==> config.mk <==
export PLATFORM = sky130hd
export DESIGN_NAME = multicycle_ctrl_flat
export DESIGN_NICKNAME = d
export VERILOG_FILES = /design/src/rtl/multicycle_ctrl_if.sv /design/src/rtl/multicycle_ctrl.sv /design/src/flat_wrapper.sv
export SDC_FILE = /design/constraint.sdc
export NUM_CORES = 1
export LEC_CHECK = 0
export CAP_MARGIN = 25
export CORE_MARGIN = 4
export CORE_UTILIZATION = 35
export CTS_BUF_LIST = sky130_fd_sc_hd__clkbuf_2 sky130_fd_sc_hd__clkbuf_4 sky130_fd_sc_hd__clkbuf_8
export CTS_CLUSTER_SIZE = 14
export DETAILED_ROUTE_END_ITERATION = 12
export DONT_BUFFER_PORTS = 1
export PLACE_DENSITY = 0.52
export SYNTH_ARGS = -nofsm -noshare
export SYNTH_HDL_FRONTEND = slang
export SYNTH_SLANG_ARGS = --single-unit
==> constraint.sdc <==
create_clock -name clk -period 2.05 [get_ports clk]
set_input_delay 0.41 -clock clk [delete_from_list [all_inputs] [get_ports clk]]
set_output_delay 0.41 -clock clk [all_outputs]
set_load 0.01 [all_outputs]
==> src/rtl/multicycle_ctrl_if.sv <==
// Control bus between the multi-cycle sequencer and the datapath/memory port.
// The master side is the sequencer; the slave side is the datapath and memory.
interface multicycle_ctrl_if #(
  parameter int INSTRET_W = 16
);
  logic                 start;
  logic [5:0]           opcode;
  logic                 alu_cond;
  logic                 mem_ready;
  logic                 mem_req;
  logic                 mem_we;
  logic                 iord;
  logic                 ir_we;
  logic                 pc_we;
  logic [1:0]           pc_src;
  logic                 reg_we;
  logic                 reg_dst;
  logic                 mem_to_reg;
  logic                 alu_src_b;
  logic                 zero_ext;
  logic                 halted;
  logic                 illegal;
  logic [INSTRET_W-1:0] instret;

  modport master (
    input  start, opcode, alu_cond, mem_ready,
    output mem_req, mem_we, iord, ir_we, pc_we, pc_src, reg_we, reg_dst,
           mem_to_reg, alu_src_b, zero_ext, halted, illegal, instret
  );

  modport slave (
    output start, opcode, alu_cond, mem_ready,
    input  mem_req, mem_we, iord, ir_we, pc_we, pc_src, reg_we, reg_dst,
           mem_to_reg, alu_src_b, zero_ext, halted, illegal, instret
  );
endinterface

==> src/rtl/multicycle_ctrl.sv <==
// Multi-cycle fetch/decode/exec/mem/wb sequencer; ALU 4, lw 5, sw 4, branch 3, j 2 cycles.
// Memory stalls hold FETCH/MEM with mem_req high until mem_ready; outputs decode combinationally.
module multicycle_ctrl #(
  parameter int INSTRET_W = 16
) (
  input  logic              clk,
  input  logic              rst_n,
  multicycle_ctrl_if.master bus
);

  typedef enum logic [3:0] {
    IDLE, FETCH, DECODE, EXEC, MEM, WB, BRANCH, HALT, TRAP
  } state_t;

  state_t               state;
  logic [INSTRET_W-1:0] instret_q;

  logic is_alu, is_lw, is_sw, is_br, is_j, is_halt;
  logic retire, op_valid;

  assign is_alu  = bus.opcode inside {6'd0, 6'd1, 6'd2, 6'd3, 6'd4, 6'd5, 6'd9, 6'd10, 6'd11};
  assign is_lw   = (bus.opcode == 6'd7);
  assign is_sw   = (bus.opcode == 6'd8);
  assign is_br   = (bus.opcode[5:3] == 3'b010);
  assign is_j    = (bus.opcode == 6'd24);
  assign is_halt = (bus.opcode == 6'd63);

  // The cycle an instruction leaves its final state.
  assign retire = (state == DECODE && is_j)
               || (state == MEM && bus.mem_ready && !is_lw)
               || (state == WB)
               || (state == BRANCH);

  // Opcode is only meaningful once IR has been loaded.
  assign op_valid = state inside {DECODE, EXEC, MEM, WB, BRANCH};

  always_ff @(posedge clk or negedge rst_n) begin
    if (!rst_n) begin
      state     <= IDLE;
      instret_q <= '0;
    end else begin
      case (state)
        IDLE:   if (bus.start) state <= FETCH;
        FETCH:  if (bus.mem_ready) state <= DECODE;
        DECODE: begin
          if (is_alu || is_lw || is_sw) state <= EXEC;
          else if (is_br)               state <= BRANCH;
          else if (is_j)                state <= FETCH;
          else if (is_halt)             state <= HALT;
          else                          state <= TRAP;
        end
        EXEC:   state <= (is_lw || is_sw) ? MEM : WB;
        MEM:    if (bus.mem_ready) state <= is_lw ? WB : FETCH;
        WB:     state <= FETCH;
        BRANCH: state <= FETCH;
        HALT:   state <= HALT;
        TRAP:   state <= TRAP;
        default: state <= IDLE;
      endcase
      if (retire) instret_q <= instret_q + INSTRET_W'(1);
    end
  end

  always_comb begin
    bus.mem_req    = 1'b0;
    bus.mem_we     = 1'b0;
    bus.iord       = 1'b0;
    bus.ir_we      = 1'b0;
    bus.pc_we      = 1'b0;
    bus.pc_src     = 2'd0;
    bus.reg_we     = 1'b0;
    bus.reg_dst    = 1'b0;
    bus.mem_to_reg = 1'b0;
    case (state)
      FETCH: begin
        bus.mem_req = 1'b1;
        bus.ir_we   = bus.mem_ready;
        bus.pc_we   = bus.mem_ready;
      end
      DECODE: begin
        if (is_j) begin
          bus.pc_we  = 1'b1;
          bus.pc_src = 2'd2;
        end
      end
      MEM: begin
        bus.mem_req = 1'b1;
        bus.iord    = 1'b1;
        bus.mem_we  = is_sw;
      end
      WB: begin
        bus.reg_we     = 1'b1;
        bus.reg_dst    = (bus.opcode == 6'd0);
        bus.mem_to_reg = is_lw;
      end
      BRANCH: begin
        bus.pc_src = 2'd1;
        bus.pc_we  = bus.alu_cond;
      end
      default: ;
    endcase
  end

  assign bus.alu_src_b = op_valid && (bus.opcode != 6'd0) && !is_br;
  assign bus.zero_ext  = op_valid && (bus.opcode inside {6'd2, 6'd3, 6'd4, 6'd5, 6'd11});
  assign bus.halted    = (state == HALT);
  assign bus.illegal   = (state == TRAP);
  assign bus.instret   = instret_q;

endmodule

==> src/flat_wrapper.sv <==
// flat-port wrapper written by rule: the top's interface ports become plain ports
module multicycle_ctrl_flat 
#(
  parameter int INSTRET_W = 16
)
  (clk, rst_n, bus_start, bus_opcode, bus_alu_cond, bus_mem_ready, bus_mem_req, bus_mem_we, bus_iord, bus_ir_we, bus_pc_we, bus_pc_src, bus_reg_we, bus_reg_dst, bus_mem_to_reg, bus_alu_src_b, bus_zero_ext, bus_halted, bus_illegal, bus_instret);
  multicycle_ctrl_if #(.INSTRET_W(INSTRET_W)) bus_i ();
  input  logic clk;
  input  logic rst_n;
  input wire logic [$bits(bus_i.start)-1:0] bus_start;
  input wire logic [$bits(bus_i.opcode)-1:0] bus_opcode;
  input wire logic [$bits(bus_i.alu_cond)-1:0] bus_alu_cond;
  input wire logic [$bits(bus_i.mem_ready)-1:0] bus_mem_ready;
  output wire logic [$bits(bus_i.mem_req)-1:0] bus_mem_req;
  output wire logic [$bits(bus_i.mem_we)-1:0] bus_mem_we;
  output wire logic [$bits(bus_i.iord)-1:0] bus_iord;
  output wire logic [$bits(bus_i.ir_we)-1:0] bus_ir_we;
  output wire logic [$bits(bus_i.pc_we)-1:0] bus_pc_we;
  output wire logic [$bits(bus_i.pc_src)-1:0] bus_pc_src;
  output wire logic [$bits(bus_i.reg_we)-1:0] bus_reg_we;
  output wire logic [$bits(bus_i.reg_dst)-1:0] bus_reg_dst;
  output wire logic [$bits(bus_i.mem_to_reg)-1:0] bus_mem_to_reg;
  output wire logic [$bits(bus_i.alu_src_b)-1:0] bus_alu_src_b;
  output wire logic [$bits(bus_i.zero_ext)-1:0] bus_zero_ext;
  output wire logic [$bits(bus_i.halted)-1:0] bus_halted;
  output wire logic [$bits(bus_i.illegal)-1:0] bus_illegal;
  output wire logic [$bits(bus_i.instret)-1:0] bus_instret;
  assign bus_i.start = bus_start;
  assign bus_i.opcode = bus_opcode;
  assign bus_i.alu_cond = bus_alu_cond;
  assign bus_i.mem_ready = bus_mem_ready;
  assign bus_mem_req = bus_i.mem_req;
  assign bus_mem_we = bus_i.mem_we;
  assign bus_iord = bus_i.iord;
  assign bus_ir_we = bus_i.ir_we;
  assign bus_pc_we = bus_i.pc_we;
  assign bus_pc_src = bus_i.pc_src;
  assign bus_reg_we = bus_i.reg_we;
  assign bus_reg_dst = bus_i.reg_dst;
  assign bus_mem_to_reg = bus_i.mem_to_reg;
  assign bus_alu_src_b = bus_i.alu_src_b;
  assign bus_zero_ext = bus_i.zero_ext;
  assign bus_halted = bus_i.halted;
  assign bus_illegal = bus_i.illegal;
  assign bus_instret = bus_i.instret;
  multicycle_ctrl #(.INSTRET_W(INSTRET_W)) u_core (.clk(clk), .rst_n(rst_n), .bus(bus_i));
endmodule
==> results of run 1 <==
## timing repair
item / 4_1_cts / 5_1_grt
hold buffers: 1 / 0
setup endpoints to repair: 1 / 6
setup buffers: 1 / 1
pin swaps: 0 / 1
gates resized for setup: 1 / 7
endpoints found under the hold margin: 20 / 0
## cell usage in the layout (no fill, tap or decap), types with 3 or more instances in the layout
| master | instances |
|---|---|
| nand2_1 | 10 |
| nor4b_4 | 4 |
| a21oi_1 | 6 |
| xor2_1 | 14 |
| nand4_1 | 5 |
| buf_4 | 17 |
| nand3_1 | 11 |
| clkbuf_8 | 3 |
| and3_1 | 4 |
| a31oi_1 | 4 |
| a311oi_1 | 9 |
| dfrtp_1 | 20 |
| nor2_1 | 11 |
| nor2b_1 | 6 |
| nand2b_1 | 3 |
| o21ai_0 | 4 |
| inv_1 | 5 |
| nor3_1 | 6 |
## synthesized netlist by cell type (2+ instances only)
cell / n
a21oi_1: 6
a311oi_1: 9
a31oi_1: 4
and3_1: 4
buf_2: 4
buf_6: 2
clkbuf_1: 10
dfrtp_1: 20
inv_1: 5
mux2i_1: 2
nand2_1: 10
nand2b_1: 3
nand3_1: 11
nand4_1: 5
nor2_1: 12
nor2b_1: 6
nor3_1: 6
nor4_1: 3
nor4b_1: 3
o211ai_1: 2
o21ai_0: 5
o22ai_1: 2
xor2_1: 14
## flip-flops by register name, indices dropped and copies added (netlist names)
name	cells
u_core.bus.instret	16
u_core.state	4
## through the flow
step | worst slack [ns] | hold WS, ns | utilization | power, W | instance area, µm²
finish | 0.004543 | 0.3449 | 0.4293 | 0.002250 | 1767
CTS | 0.01800 | 0.3394 | 0.4175 | 0.002232 | 1718
global placement | 0.1651 | 0.1149 | 0.3943 | 0.001773 | 1623
detailed placement | 0.09888 | 0.1149 | 0.3943 | 0.001816 | 1623
global route | -0.05008 | 0.3529 | 0.4293 | 0.002427 | 1767
floorplan | 0.1210 | 0.1144 | - | 0.001539 | 1528
## worst max-delay path by stage
stage	endpoint	from	slack (ns)	depth (start not counted)
after CTS	bus_mem_we	u_core.state[3]	0.02	4
after global placement	u_core.bus.instret[15]	u_core.state[3]	0.17	6
final	bus_mem_we	u_core.state[3]	0.005	4
after global routing	bus_mem_we	u_core.state[3]	-0.05	4
after detailed placement	u_core.bus.instret[1]	bus_opcode[3]	0.1	4
after floorplan	bus_pc_we	bus_opcode[0]	0.12	5
## power groups by stage
| stage | clock (W) | combinational [W] | sequential, W |
|---|---|---|---|
| after floorplan | 0 | 0.000765 | 0.000774 |
| after global placement | 0 | 0.000936 | 0.000836 |
| after detailed placement | 0 | 0.000973 | 0.000843 |
| after CTS | 0.000398 | 0.00101 | 0.000829 |
| after global routing | 0.000410 | 0.00116 | 0.000855 |
| final | 0.000389 | 0.00104 | 0.000825 |
## logic make-up (layout without fill, tap and decap cells)
| kind of cell | Yosys count | in the layout | synth area share |
|---|---|---|---|
| compound gates | 40 | 40 | 0.2064 |
| xor+xnor | 15 | 15 | 0.08600 |
| fa+ha+maj | 1 | 1 | 0.008189 |
| buf+inv | 22 | 28 | 0.07044 |
| flops | 20 | 20 | 0.3276 |
| mux | 3 | 3 | 0.02048 |
| simple gates | 73 | 73 | 0.2809 |
## cell type report
cell class,count,area (µm²)
inverter,6,27.53
clock inverter,1,30.03
tap,50,62.56
timing repair buffer,18,137.6
multi-input combinational,132,967.2
clock buffer,3,41.29
fill,418,2349
sequential,20,500.5
## worst max-delay path, cell delays in order, from the launching register on
cell and delay, ns:
dfrtp_1 0.38, nand2b_2 0.19, or3_4 0.38, nor4b_4 0.28
buf_4 0.16
## per-layer routing
layer  routed length [µm]  part of all wire
met4                   50             0.013
met5                    0                 0
met3                  190             0.049
met2                 1852              0.48
met1                 1794              0.46
==> flow_metrics.py, run 1 <==
metrics = {
    "critical_path": {
        "r2r_slack_ns": 0.12,
        "r2r-end": "u_core.bus.instret[1]",
        "reg2reg_from": "u_core.state[3]",
        "critPathLaunchType": "flip-flop",
        "cp-end-kind": "output pin",
        "worstRegToRegCells": 6,
        "path_class": "reg -> out",
        "required_ns": 1.64,
        "cp_max_fo": 3,
        "worstPathArrival_ns": 1.64,
    },
    "clock_network": {
        "cts_buffers": 3,
        "clkSlewWorstSetupHoldPaths_ns": 0.07,
        "cts_tree": "built",
        "clock_path_buffers": 2,
        "clk_latency_ns": 0.25,
        "cts-root-buf": "clkbuf_8",
        "cts_sinks": 20,
        "htree_levels": 1,
    },
    "finish": {
        "layout.nets": 193,
        "drive_gt1_frac": 0.1889,
        "diodes": 0,
        "fin_cells": 230,
        "area_growth_pct": 15.64,
    },
    "global_route": {
        "met3_usage": 0.03243,
        "busiest_layer": "met2",
        "grt_pass1_vias": 1326,
        "grt_util_met2": 0.2293,
        "grt_overflow_total": 0,
        "grt_pass1_wl_um": 6403,
        "grt_max_degree": 21,
        "grt_use_total": 0.1444,
        "antenna_found_initial": 0,
        "use_met1": 0.1944,
    },
    "power": {
        "ir_drop_uv": 336.4,
        "power.share.clock": 0.173,
        "pwr-share-seq": 0.367,
        "power.leakage_nw": 0.6510,
        "internal_power_w": 0.001260,
        "power_density_nw_per_um2": 1274,
        "comb_power_share": 0.460,
        "switching_share": 0.4399,
        "power.net_switching_w": 0.0009897,
    },
    "sta": {
        "timing.final.crit_share": 0.9978,
        "rsz0062_at_grt": "true",
        "period_minus_slack_ns": 2.045,
        "slew_headroom": 0.4058,
        "finalMaxSlewViolations": 0,
        "finalSetupViolCount": 0,
        "tightest_slew_ns": 0.8884,
        "setup_tns_ns": 0,
        "hold_viol": 0,
        "fmax_ghz": 0.4889,
        "fin_skew_ns": 0.003875,
    },
    "floorplanning": {
        "io_pins": 41,
        "die_y_um": 74.07,
        "die_w_um": 74.07,
        "dieArea_um2": 5486,
        "coreArea_um2": 4115,
        "row_count": 23,
        "start_util": 0.3712,
    },
    "yosys": {
        "synthTopCellsByArea": "dfrtp_1 33%, xor2_1 8.0%, a311oi_1 5.2%, nand3_1 3.6%, nor2_1 2.9%",
        "yosysSeqAreaShare": 0.3276,
        "async_flop_share": 1.000,
        "ys_warn_count": 0,
        "synth_seq_cells": 20,
        "synth_top_area_cell": "dfrtp_1",
        "synth-edff-count": 0,
        "synthFlopType": "dfrtp_1",
        "synthCells": 174,
        "syn_area_um2": 1528,
        "synth_top_area_share": 0.3276,
        "syn_area_per_cell_um2": 8.780,
        "ys_types": 49,
        "syn-num-nets": 186,
    },
    "worst_hold_path": {
        "timing.hold.worst_path_depth": 2,
        "hp-start": "bus_opcode[4]",
        "hp-class": "in -> reg",
        "min_to": "u_core.state[2]",
    },
    "placement": {
        "hpwl_um": 2933,
        "io_buffers": 0,
        "place_inst": 223,
        "gp_congestion": 0.8038,
    },
    "drt": {
        "drt_pass1_iterations": 4,
        "vias_per_cell": 5.839,
        "postRouteAntennaNets": 0,
        "wl_per_cell_um": 16.90,
        "num_vias": 1343,
        "finalWirelength_um": 3887,
        "drt_iter0_markers": 65,
        "drc": 0,
    },
    "job": {
        "drv_cap": 0,
    },
    "status": {
        "status": "completed",
    },
}
Power figures use the tool's default switching activity.
==> run 2: changes to the inputs <==
- SETUP_SLACK_MARGIN: not set -> 0.02
==> run 2 against run 1 <==
  * Setup slack better by 0.035 ns
  * Total power increased by 1.1%
  * Sequential share of layout area down 0.15 points
  * Worst hold slack hardly changed
  * Sequential power grew 1%
  * Core utilization increased by 0.33 points
  * Non-clock buffer count did not move
  * Highest routed layer unchanged
==> flow_metrics.py, run 2 (synthesized netlist as in run 1, its figures left out) <==
metrics = {
    "finish": {
        "area_growth_pct": 16.54,
        "layout.nets": 193,
        "regArea_um2": 501.7,
        "multiInputGateArea_um2": 972.2,
        "diodes": 0,
        "drive_gt1_frac": 0.1944,
        "fin_area_um2": 1780,
        "layout_common_cells": "19 x dfrtp_1, 15 x buf_4, 14 x xor2_1, 11 x nor2_1, 11 x nand3_1",
        "fill_cells": 418,
        "largest_reg_flops": 16,
        "final_core_util": 0.4327,
        "layout_commonest_cell": "dfrtp_1",
    },
    "drt": {
        "drt_pass1_iterations": 4,
        "postRouteAntennaNets": 0,
        "wl_per_cell_um": 17.01,
        "finalWirelength_um": 3912,
        "drc": 0,
        "num_vias": 1344,
        "drt_iter0_markers": 63,
        "vias_per_cell": 5.843,
    },
    "floorplanning": {
        "coreArea_um2": 4115,
        "start_util": 0.3712,
        "dieArea_um2": 5486,
        "die_w_um": 74.07,
        "die_y_um": 74.07,
        "io_pins": 41,
        "row_count": 23,
    },
    "power": {
        "comb_power_share": 0.463,
        "internal_power_w": 0.001278,
        "power.share.clock": 0.171,
        "pwr-share-seq": 0.366,
        "switching_share": 0.4382,
        "power.net_switching_w": 0.0009969,
        "ir_drop_uv": 336.7,
        "power.leakage_nw": 0.6535,
        "p_total_w": 0.002275,
        "power_density_nw_per_um2": 1278,
    },
    "global_route": {
        "grt_pass1_vias": 1325,
        "grt_pass1_wl_um": 6451,
        "grt_overflow_total": 0,
        "grt_max_degree": 21,
        "antenna_found_initial": 0,
        "grt_use_total": 0.1455,
    },
    "sta": {
        "period_minus_slack_ns": 2.011,
        "finalSetupViolCount": 0,
        "rsz0062_at_grt": "true",
        "fmax_ghz": 0.4974,
        "setup_tns_ns": 0,
        "tightest_slew_ns": 0.9105,
        "slew_headroom": 0.3910,
        "fin_skew_ns": 0.003870,
        "hold_viol": 0,
        "finalMaxSlewViolations": 0,
        "timing.final.crit_share": 0.9808,
    },
    "critical_path": {
        "required_ns": 1.64,
        "cp_max_fo": 3,
        "max_stage_delay_ns": 0.38,
        "path_class": "reg -> out",
        "critPathBufInv": 1,
        "path_delay_family": "simple AND/OR/NAND/NOR gates",
        "critPathLaunchType": "flip-flop",
        "cp_cell_sequence": "nand2b_4, or3_4, nor4b_4, buf_4",
        "worstPathArrival_ns": 1.60,
        "cp_slowest_cell": "dfrtp_1",
        "cp-end-kind": "output pin",
    },
    "status": {
        "status": "completed",
    },
    "job": {
        "drv_cap": 0,
    },
    "clock_network": {
        "htree_levels": 1,
        "clock_path_buffers": 2,
        "cts-root-buf": "clkbuf_8",
        "clk_latency_ns": 0.25,
        "clkSlewWorstSetupHoldPaths_ns": 0.07,
        "cts_tree": "built",
        "cts_sinks": 20,
        "cts_buffers": 3,
    },
    "worst_hold_path": {
        "hp-class": "in -> reg",
    },
    "placement": {
        "placed_area_um2": 1623,
        "gp_congestion": 0.8038,
        "io_buffers": 0,
        "hpwl_um": 2933,
    },
}
==> run 2: cell count changes in the layout (fill, tap and decap cells not counted) <==
| cell | previous run | this run |
|---|---|---|
| nand2b_4 | 0 | 1 |
| dfrtp_1 | 20 | 19 |
| nand2b_2 | 1 | 0 |
| buf_4 | 17 | 15 |
| dfrtp_2 | 0 | 1 |
| buf_6 | 0 | 2 |
==> run 2: area by class of cell <==
type                            count  share of cell area
Tap cell                           50             0.03514
Clock inverter                      1             0.01687
Multi-Input combinational cell    132              0.5460
Timing Repair Buffer               18             0.08152
Clock buffer                        3             0.02319
Sequential cell                    20              0.2818
Inverter                            6             0.01546
==> run 2: power by group through the flow <==
stage                     combinational, W  sequential [W]  clock (W)
after floorplan                   0.000765        0.000774          0
after global placement            0.000936        0.000836          0
after detailed placement          0.000973        0.000843          0
after CTS                          0.00101        0.000829   0.000398
after global routing               0.00118        0.000863   0.000410
final                              0.00105        0.000833   0.000388
==> run 2: timing repair <==
action                     CTS  global route
setup buffers                1             1
hold endpoints to repair    20             0
pin swaps                    0             1
hold buffers                 1             0
setup endpoints to repair    1            12
resized for setup            2            10
==> run 2: worst paths after layout <==
path                                   startpoint                     end  slack (ns)  depth (start not counted)
setup / recovery                  u_core.state[3]              bus_mem_we        0.04                          4
hold / removal                      bus_opcode[4]         u_core.state[2]        0.34                          2
setup reg to reg                  u_core.state[3]   u_core.bus.instret[1]        0.15                          6
hold reg to reg            u_core.bus.instret[15]  u_core.bus.instret[15]        0.53                          1
max in group asynchronous                   rst_n         u_core.state[0]        0.70                          1
min in group asynchronous                   rst_n   u_core.bus.instret[8]        0.73                          1
==> run 2: per-stage QoR <==
| step | instances | hold slack [ns] | setup WS (ns) |
|---|---|---|---|
| after floorplan | 174 | 0.1144 | 0.1210 |
| after global placement | 223 | 0.1149 | 0.1651 |
| after detailed placement | 223 | 0.1149 | 0.09888 |
| after CTS | 229 | 0.3395 | 0.02395 |
| after global routing | 230 | 0.3529 | -0.04945 |
| final | 230 | 0.3444 | 0.03939 |
==> run 2: per-layer routing <==
layer  GRT usage  part of all wire  vias up
li1            -                 -      660
met1      0.1969              0.47      650
met2      0.2303              0.47       30
met3     0.03243             0.048        4
met4     0.04628             0.013        0
met5           0                 0        -
==> run 3: changes to the inputs <==
- ABC_AREA: not set -> 1
==> run 3 against run 2 <==
  * Worst hold slack better by 0.036 ns
  * Maximum frequency up 5.2%
  * Register-to-register slack better by 0.18 ns
  * Combinational power fell by 55%
  * Sequential cell count did not move
  * Critical path type unchanged
  * Critical endpoint unchanged
  * Largest cell class unchanged
==> flow_metrics.py, run 3 <==
metrics = {
    "status": {
        "status": "completed",
    },
    "placement": {
        "io_buffers": 0,
        "hpwl_um": 3033,
        "gp_congestion": 0.8361,
        "post-place-ws_ns": 0.3003,
        "place_inst": 278,
        "placed_area_um2": 1607,
    },
    "clock_network": {
        "clk_latency_ns": 0.26,
        "cts_tree": "built",
        "cts_sinks": 20,
        "cts-root-buf": "clkbuf_8",
        "htree_levels": 1,
        "cts_buffers": 3,
        "clkSlewWorstSetupHoldPaths_ns": 0.08,
        "clock_path_buffers": 2,
    },
    "finish": {
        "layout_common_cells": "70 x nand2_1, 26 x nor2_1, 26 x inv_1, 20 x dfrtp_1, 17 x nand4_1",
        "diodes": 0,
        "drive_gt1_frac": 0.1154,
        "area_growth_pct": 12.89,
        "layout_commonest_cell": "nand2_1",
        "fin_area_um2": 1720,
        "fin_cells": 284,
        "layout.nets": 248,
        "largest_reg_flops": 16,
    },
    "critical_path": {
        "cp_cell_sequence": "nor2_1, inv_1, nor2_4, inv_1, nor2_1",
        "crit_start": "u_core.state[1]",
        "max_stage_delay_ns": 0.47,
        "critPathBufInv": 2,
        "r2r_slack_ns": 0.33,
        "cp-end-kind": "output pin",
        "cp_slowest_cell": "dfrtp_1",
        "reg2reg_from": "u_core.state[1]",
        "worstPathArrival_ns": 1.50,
        "required_ns": 1.64,
        "path_delay_family": "simple AND/OR/NAND/NOR gates",
        "critPathLaunchType": "flip-flop",
        "cp_max_fo": 5,
        "worstRegToRegCells": 7,
        "path_class": "reg -> out",
        "r2r-end": "u_core.bus.instret[6]",
    },
    "global_route": {
        "grt_max_degree": 21,
        "grt_pass1_wl_um": 6651,
        "grt_use_total": 0.1550,
        "grt_overflow_total": 0,
        "grt_pass1_vias": 1361,
        "antenna_found_initial": 0,
    },
    "worst_hold_path": {
        "hp-class": "in -> reg",
        "min_to": "u_core.state[0]",
        "hp-start": "bus_mem_ready",
        "timing.hold.worst_path_depth": 3,
    },
    "yosys": {
        "syn_area_um2": 1524,
        "synthCells": 226,
        "yosysSeqAreaShare": 0.3284,
        "synth_compound_area_frac": 0.04023,
        "ys_warn_count": 0,
        "synth_top_area_share": 0.3284,
        "synthMuxAreaShare": 0,
        "synth_seq_cells": 20,
        "syn_area_per_cell_um2": 6.743,
        "synthFlopType": "dfrtp_1",
        "ys_types": 27,
        "yosysMostFrequentCell": "nand2_1",
        "synthXorXnorAreaFrac": 0.07471,
        "synthTopCellsByArea": "dfrtp_1 33%, nand2_1 18%, nand4_1 7.0%, inv_1 6.4%, nor2_1 6.4%",
        "synthAdderAreaFrac": 0.008210,
        "synth-edff-count": 0,
        "synth-simple-area-share": 0.4631,
        "synthTopCellsByCount": "72 x nand2_1, 26 x inv_1, 26 x nor2_1",
        "synth_top_family_by_area": "simple AND/OR/NAND/NOR gates",
        "synth_top_area_cell": "dfrtp_1",
        "syn-num-nets": 238,
        "async_flop_share": 1.000,
    },
    "drt": {
        "drt_pass1_iterations": 4,
        "drt_iter0_markers": 103,
        "finalWirelength_um": 3994,
        "postRouteAntennaNets": 0,
        "drc": 0,
        "wl_per_cell_um": 14.06,
        "vias_per_cell": 5.123,
        "num_vias": 1455,
    },
    "floorplanning": {
        "die_y_um": 73.99,
        "dieArea_um2": 5474,
        "start_util": 0.3703,
        "row_count": 23,
        "die_w_um": 73.99,
        "coreArea_um2": 4115,
        "io_pins": 41,
    },
    "sta": {
        "setup_tns_ns": 0,
        "fin_skew_ns": 0.005855,
        "fmax_ghz": 0.5232,
        "slew_headroom": 0.7460,
        "period_minus_slack_ns": 1.911,
        "hold_viol": 0,
        "tightest_slew_ns": 0.3790,
        "timing.final.crit_share": 0.9324,
        "rsz0062_at_grt": "false",
        "fin_ws_ns": 0.1385,
        "finalMaxSlewViolations": 0,
        "finalSetupViolCount": 0,
    },
    "power": {
        "internal_power_w": 0.0007323,
        "p_total_w": 0.001276,
        "ir_drop_uv": 234.8,
        "pwr-share-seq": 0.421,
        "comb_power_share": 0.370,
        "switching_share": 0.4261,
        "power.share.clock": 0.208,
        "power.net_switching_w": 0.0005437,
        "power.leakage_nw": 0.8446,
        "power_density_nw_per_um2": 741.7,
    },
    "job": {
        "drv_cap": 0,
    },
}
==> run 3: how the worst max path moves through the flow <==
stage | end | slack, ns | cells past startpoint
global placement | bus_pc_we | 0.35 | 5
detailed placement | bus_pc_we | 0.30 | 6
finish | bus_mem_we | 0.14 | 5
CTS | bus_mem_we | 0.1 | 5
global route | bus_pc_we | 0.02 | 4
floorplan | bus_pc_we | 0.30 | 6
==> run 3: power groups by stage <==
stage	logic [W]	registers, W	clock network, W
6_report	0.000473	0.000538	0.000266
5_1_grt	0.000536	0.000548	0.000286
4_1_cts	0.000439	0.000533	0.000271
3_5_place_dp	0.000422	0.000539	0
3_3_place_gp	0.000422	0.000539	0
2_1_floorplan	0.000343	0.000521	0
==> run 3: layer usage <==
layer | share of wire | vias to the layer above | global-route usage
met4 | 0.0048 | 0 | 0.04225
met3 | 0.073 | 2 | 0.04459
met5 | 0 | - | 0
met2 | 0.41 | 35 | 0.2185
li1 | - | 754 | -
met1 | 0.51 | 664 | 0.2300
==> run 3: logic make-up after synthesis <==
group | count (synthesis)
and+or+nand+nor | 149
buffers and inverters | 32
DFF | 20
xor gates and xnor gates | 13
AOI/OAI and AO/OA | 11
adders and majority gates | 1
==> run 3: layout make-up <==
cell class                 count  area, µm²
clock buffer                   3      41.29
multi-input combinational    174      920.9
inverter                      28      105.1
fill                         454       2395
sequential                    20      500.5
tap                           50      62.56
timing repair buffer           9      90.09
==> run 3: through the flow <==
step	hold WS, ns	util
2_1_floorplan	0.1144	-
3_3_place_gp	0.1150	0.3904
3_5_place_dp	0.1151	0.3904
4_1_cts	0.3738	0.4059
5_1_grt	0.4067	0.4181
6_report	0.3808	0.4181
==> run 3: worst register-to-register path, cell delays in order, from the launching register on <==
cell     delay [ns]
dfrtp_1        0.49
inv_2          0.11
nor3_4         0.30
nand4_4        0.14
buf_4          0.20
nand3_2        0.24
nand2_1        0.10
nand2_1        0.07
==> run 3: repair_timing <==
| item | in CTS | in global routing |
|---|---|---|
| buffers inserted | 1 | 0 |
| gates resized for setup | 1 | 5 |
| endpoints found under the hold margin | 20 | 0 |
| endpoints found under the setup margin | 1 | 5 |
| hold buffers | 1 | 0 |
